===== config.mk =====
export PLATFORM = sky130hd
export DESIGN_NAME = mem_port_arbiter
export DESIGN_NICKNAME = d
export VERILOG_FILES = /design/src/rtl/mem_port_arbiter.sv
export SDC_FILE = /design/constraint.sdc
export NUM_CORES = 1
export LEC_CHECK = 0
export ABC_CLOCK_PERIOD_IN_PS = 1600
export CAP_MARGIN = 10
export CORE_ASPECT_RATIO = 1.5
export CORE_MARGIN = 2
export CORE_UTILIZATION = 37
export DETAILED_ROUTE_END_ITERATION = 16
export GPL_TIMING_DRIVEN = 0
export PLACE_DENSITY = 0.77
export SLEW_MARGIN = 20
export SYNTH_ARGS = -nofsm -noshare
export SYNTH_HDL_FRONTEND = slang
export SYNTH_SLANG_ARGS = --single-unit

===== constraint.sdc =====
create_clock -name clk -period 1.6 [get_ports clk]
set_clock_uncertainty 0.15 [all_clocks]
set_input_delay 0.48 -clock clk [delete_from_list [all_inputs] [get_ports clk]]
set_output_delay 0.48 -clock clk [all_outputs]
set_load 0.02 [all_outputs]

===== src/rtl/mem_port_arbiter.sv =====
// Shares one memory port between the instruction-fetch and data ports.
// Adds a core stall, fixed-priority grant and a per-transaction timeout that reports a bus error.
module mem_port_arbiter #(
  parameter int DATA_W     = 32,
  parameter int ADDR_W     = 32,
  parameter bit DATA_FIRST = 1'b1,
  parameter int TIMEOUT    = 15
) (
  input  logic                clk,
  input  logic                rst,
  input  logic                if_request,
  input  logic [ADDR_W-1:0]   if_addr,
  output logic [DATA_W-1:0]   if_rdata,
  output logic                if_valid,
  input  logic                d_request,
  input  logic                d_we_re,
  input  logic [DATA_W/8-1:0] d_mask,
  input  logic [ADDR_W-1:0]   d_addr,
  input  logic [DATA_W-1:0]   d_wdata,
  output logic [DATA_W-1:0]   d_rdata,
  output logic                d_valid,
  output logic                mem_request,
  output logic                mem_we_re,
  output logic [DATA_W/8-1:0] mem_mask,
  output logic [ADDR_W-1:0]   mem_addr,
  output logic [DATA_W-1:0]   mem_wdata,
  input  logic [DATA_W-1:0]   mem_rdata,
  input  logic                mem_valid,
  output logic                stall,
  output logic                bus_error
);

  localparam int MASK_W = DATA_W / 8;
  localparam int CNT_W  = (TIMEOUT > 0) ? $clog2(TIMEOUT + 1) : 1;
  // The counter is checked one step early so the abort lands on the TIMEOUT-th busy cycle.
  localparam logic [CNT_W-1:0] CNT_LAST = (TIMEOUT > 0) ? CNT_W'(TIMEOUT - 1) : '0;

  typedef enum logic [1:0] {
    IDLE   = 2'd0,
    BUSY_I = 2'd1,
    BUSY_D = 2'd2
  } state_e;

  state_e              state_q, state_d;
  logic                we_q, we_d;
  logic [MASK_W-1:0]   mask_q, mask_d;
  logic [ADDR_W-1:0]   addr_q, addr_d;
  logic [DATA_W-1:0]   wdata_q, wdata_d;
  logic [DATA_W-1:0]   if_rdata_q, if_rdata_d;
  logic [DATA_W-1:0]   d_rdata_q, d_rdata_d;
  logic                if_valid_q, if_valid_d;
  logic                d_valid_q, d_valid_d;
  logic                bus_error_q, bus_error_d;
  logic [CNT_W-1:0]    cnt_q, cnt_d;

  logic if_elig, d_elig, grant_i, grant_d, timeout_hit;

  // A port is not eligible while its own completion pulse is showing.
  assign if_elig     = if_request & ~if_valid_q;
  assign d_elig      = d_request & ~d_valid_q;
  assign grant_d     = d_elig & (DATA_FIRST | ~if_elig);
  assign grant_i     = if_elig & ~grant_d;
  assign timeout_hit = (TIMEOUT > 0) && (cnt_q == CNT_LAST);

  // NOTE: every signal written here gets its default first, so no path can infer a latch.
  always_comb begin
    state_d     = state_q;
    we_d        = we_q;
    mask_d      = mask_q;
    addr_d      = addr_q;
    wdata_d     = wdata_q;
    if_rdata_d  = if_rdata_q;
    d_rdata_d   = d_rdata_q;
    if_valid_d  = 1'b0;
    d_valid_d   = 1'b0;
    bus_error_d = 1'b0;
    cnt_d       = cnt_q;

    unique case (state_q)
      IDLE: begin
        if (grant_d) begin
          state_d = BUSY_D;
          we_d    = d_we_re;
          mask_d  = d_mask;
          addr_d  = d_addr;
          wdata_d = d_wdata;
          cnt_d   = '0;
        end else if (grant_i) begin
          state_d = BUSY_I;
          we_d    = 1'b0;
          mask_d  = '1;
          addr_d  = if_addr;
          wdata_d = '0;
          cnt_d   = '0;
        end
      end
      BUSY_I, BUSY_D: begin
        if (mem_valid) begin
          state_d = IDLE;
          if (state_q == BUSY_I) begin
            if_rdata_d = mem_rdata;
            if_valid_d = 1'b1;
          end else begin
            if (!we_q) d_rdata_d = mem_rdata;
            d_valid_d = 1'b1;
          end
        end else if (timeout_hit) begin
          state_d     = IDLE;
          bus_error_d = 1'b1;
          if (state_q == BUSY_I) begin
            if_rdata_d = '0;
            if_valid_d = 1'b1;
          end else begin
            d_rdata_d = '0;
            d_valid_d = 1'b1;
          end
        end else begin
          cnt_d = cnt_q + CNT_W'(1);
        end
      end
      default: state_d = IDLE;
    endcase
  end

  // NOTE: state registers use non-blocking assignments so every flop samples pre-edge values.
  always_ff @(posedge clk or negedge rst) begin
    if (!rst) begin
      state_q     <= IDLE;
      we_q        <= 1'b0;
      mask_q      <= '0;
      addr_q      <= '0;
      wdata_q     <= '0;
      if_rdata_q  <= '0;
      d_rdata_q   <= '0;
      if_valid_q  <= 1'b0;
      d_valid_q   <= 1'b0;
      bus_error_q <= 1'b0;
      cnt_q       <= '0;
    end else begin
      state_q     <= state_d;
      we_q        <= we_d;
      mask_q      <= mask_d;
      addr_q      <= addr_d;
      wdata_q     <= wdata_d;
      if_rdata_q  <= if_rdata_d;
      d_rdata_q   <= d_rdata_d;
      if_valid_q  <= if_valid_d;
      d_valid_q   <= d_valid_d;
      bus_error_q <= bus_error_d;
      cnt_q       <= cnt_d;
    end
  end

  assign mem_request = (state_q != IDLE);
  assign mem_we_re   = we_q;
  assign mem_mask    = mask_q;
  assign mem_addr    = addr_q;
  assign mem_wdata   = wdata_q;
  assign if_rdata    = if_rdata_q;
  assign if_valid    = if_valid_q;
  assign d_rdata     = d_rdata_q;
  assign d_valid     = d_valid_q;
  assign bus_error   = bus_error_q;
  assign stall       = if_elig | d_elig;

endmodule

==> qor.csv <==
stage,metric,value,unit
layout,Fill cells,1005,
global_routing,first-pass GRT wire length,28700,microns
die,Initial Util,37.3,%
sta,Slew headroom,69.7,%
die,Die ar.,16700,sq um
logic_synthesis,post-synth net total,678,
logic_synthesis,"Async S/R FF share, synth",100,%
power_and_ir_drop,Sw Ratio,37.6,%
sta,Max Freq,544,MHz
placement,Final HPWL DP,12700,microns
sta,Final WS setup,-0.239,ns
logic_synthesis,"EDFF count, synth",0,
sta,Worst Tran Pin Value,0.454,ns
setup_path,"Req. time, crit path",0.97,ns
die,DIE HEIGHT,157,microns
clocking,CTS buffer count,17,
setup_path,critical path launch point type,flip-flop,
route,wire per inst,18.2,microns
global_routing,total track usage,22.1,%
route,Iter 0 DRT Violations,281,
power_and_ir_drop,power consumption,0.0228,W
logic_synthesis,Mapped Cells,536,
route,DR vias/cell,5.04,
global_routing,vias in the first global route,5540,
power_and_ir_drop,NetSw,0.00859,W
clocking,CTS H-Tree Depth,4,
die,Core Rows,56,
layout,layout cells sized above 1,42.0,%
sta,min cycle time layout,1.84,ns
logic_synthesis,Synth Area per Inst,10.8,sq um
clocking,# clock sinks,142,
power_and_ir_drop,P_int,0.0142,W
setup_path,critical path class,reg2out,
logic_synthesis,"Seq/Total Area, Yosys",61.5,%
setup_path,CP endpoint kind,primary output,
global_routing,initial antenna violation count,0,
die,die width,106,microns
sta,"Setup violations, final",109,
status,status,"finished, violations left",
clocking,Max clock buf depth,2,
power_and_ir_drop,PwrDens,2030,nW/um^2
layout,Sequential Area,3560,sq um
setup_path,R2R Setup Slk,-0.20,ns
logic_synthesis,Netlist cell types,37,
layout,Final Net Count,1090,
sta,tightest hold margin,0.336,ns
die,core area,15500,sq um
layout,area of the multi-input gates,2360,sq um
placement,routability cong.,0.812,
clocking,CTS tree,built,
logic_synthesis,warnings from Yosys,0,
power_and_ir_drop,combinational share of power,55.2,%
sta,Tcrit/Tclk final,115,%
die,# IOs,276,
placement,port buffer count,275,
global_routing,total global routing overflow,0,
layout,area delta synth->final,94.4,%
logic_synthesis,"Cell Area, Synth",5780,sq um
clocking,"Clk pin slew, worst setup/hold paths",0.06,ns
layout,"commonest non-fill, non-tap cell in the layout",buf_6,
placement,DP Worst Slack,-0.932,ns
route,remaining routing DRC violations,0,
route,final WL,21200,microns
power_and_ir_drop,Clk pwr share,17.7,%
power_and_ir_drop,Pleak,5.31,nW
sta,RSZ-0062 raised after global routing,yes,
route,DR vias,5870,
power_and_ir_drop,sequential share of power,27.1,%
setup_path,CP max FO,3,
logic_synthesis,Post-synth top flop,dfrtp_1,
sta,max-slew violations,0,
clocking,CTS root buf,clkbuf_16,
sta,final hold violation count,0,
layout,ANT cells,0,
setup_path,CP arrival,1.21,ns
global_routing,largest net degree at the start of global routing,81,
clocking,"Clk Latency, worst-skew pair",0.41,ns
power_and_ir_drop,Worst VDD drop,963,uV
layout,most frequent cells in the layout,"149 x buf_6, 139 x dfrtp_1, 133 x clkdlybuf4s50_1",
min_path,Min-Delay Path Depth,2,
min_path,HP Class,reg2reg,
run,maxcap violations,0,
route,DRT Pass-1 Iters,4,
logic_synthesis,Synth Register Bits,142,
route,post-route ant nets,0,
status,failing checks,setup timing,
setup_path,R2R depth,9,
[worst max-delay path, cell delays in order (launching register included)]
cell and delay [ns]:
dfrtp_1 0.39, inv_2 0.09, ha_4 0.16, inv_6 0.04
buf_6 0.12
[state kept, by name, indices dropped and copies added, names as in the netlist]
register and flops:
mem_wdata 32, mem_addr 32, if_valid 1, bus_error 1, mem_we_re 1, d_rdata 32, mem_mask 4, d_valid 1
cnt_q 4, if_rdata 32, state_q 2
[routing by layer]
layer	wire, microns	GRT usage [%]	up-vias
met1	7730	25.1	2864
met4	959	10.9	0
met3	1210	5.18	61
met2	11300	38.8	244
met5	0	0	-
li1	-	-	2701
[path summary, 6_finish.rpt]
| kind | to | start |
|---|---|---|
| worst max-delay path | mem_request | state_q[1]$_DFFE_PN0P_ |
| worst min-delay path | if_rdata[27]$_DFFE_PN0P_ | if_rdata[27]$_DFFE_PN0P_ |
| worst max register to register | mem_addr[19]$_DFFE_PN0P_ | state_q[1]$_DFFE_PN0P_ |
| worst min register to register | if_rdata[27]$_DFFE_PN0P_ | if_rdata[27]$_DFFE_PN0P_ |
| max in group asynchronous | mem_wdata[10]$_DFFE_PN0P_ | rst |
| min in group asynchronous | if_rdata[3]$_DFFE_PN0P_ | rst |
[per-stage QoR]
| stage | util [%] | instances | area [sq um] | setup TNS, ns |
|---|---|---|---|---|
| global route | 72.5 | 1164 | 11200 | -20.27 |
| floorplan | - | 536 | 5820 | -3.19 |
| CTS | 62.1 | 1093 | 9620 | -11.99 |
| detailed placement | 57.2 | 1015 | 8860 | -81.79 |
| finish | 72.5 | 1164 | 11200 | -12.59 |
| global placement | 57.0 | 1014 | 8830 | -926.09 |
[synth_stat cells, types with 2 or more instances]
master,instances,share of area (%)
dfrtp_1,142,61
nand2_1,135,8.8
a22o_1,64,9.7
nor2_1,38,2.5
nand3_1,35,3.0
a31oi_1,33,3.6
buf_2,17,1.5
clkbuf_1,8,0.52
buf_4,7,0.91
buf_6,6,1.2
o21ai_0,6,0.52
inv_1,5,0.32
ha_1,4,0.87
o22a_1,4,0.61
a21oi_1,3,0.26
inv_2,3,0.19
nand2b_1,3,0.32
mux2i_1,2,0.35
nand4_1,2,0.22
nor2b_1,2,0.22
[cell type report]
type	instances	area share (%)
buffer	36	3.35
clock buffer	19	3.94
clock inverter	13	1.38
inverter	8	0.468
multi-input combinational	348	21.0
sequential	142	31.7
tap	203	2.26
timing repair buffer	395	35.9
[power groups by stage]
stage	Clock [W]	Combinational (W)	Sequential [W]
final	0.00404	0.0126	0.00619
after global routing	0.00430	0.0133	0.00631
after CTS	0.00411	0.00951	0.00594
after detailed placement	0	0.00912	0.00593
after global placement	0	0.00900	0.00591
after floorplan	0	0.00316	0.00761
[cell families after synthesis]
group           Yosys count  synth area share (%)
mux                       2                 0.346
flops                   142                  61.5
buf+inv                  46                  4.59
compound gates          119                  16.1
simple gates            223                  16.6
fa+ha+maj                 4                 0.866
[repair_timing]
item | 4_1_cts | 5_1_grt
endpoints found under the setup margin | 267 | 329
hold buffers | 1 | 0
setup buffers | 42 | 58
cloned | 4 | 14
gates resized for setup | 718 | 265
pin swaps | 7 | 35
endpoints found under the hold margin | 62 | 0
(Power assumes the default switching activity.)
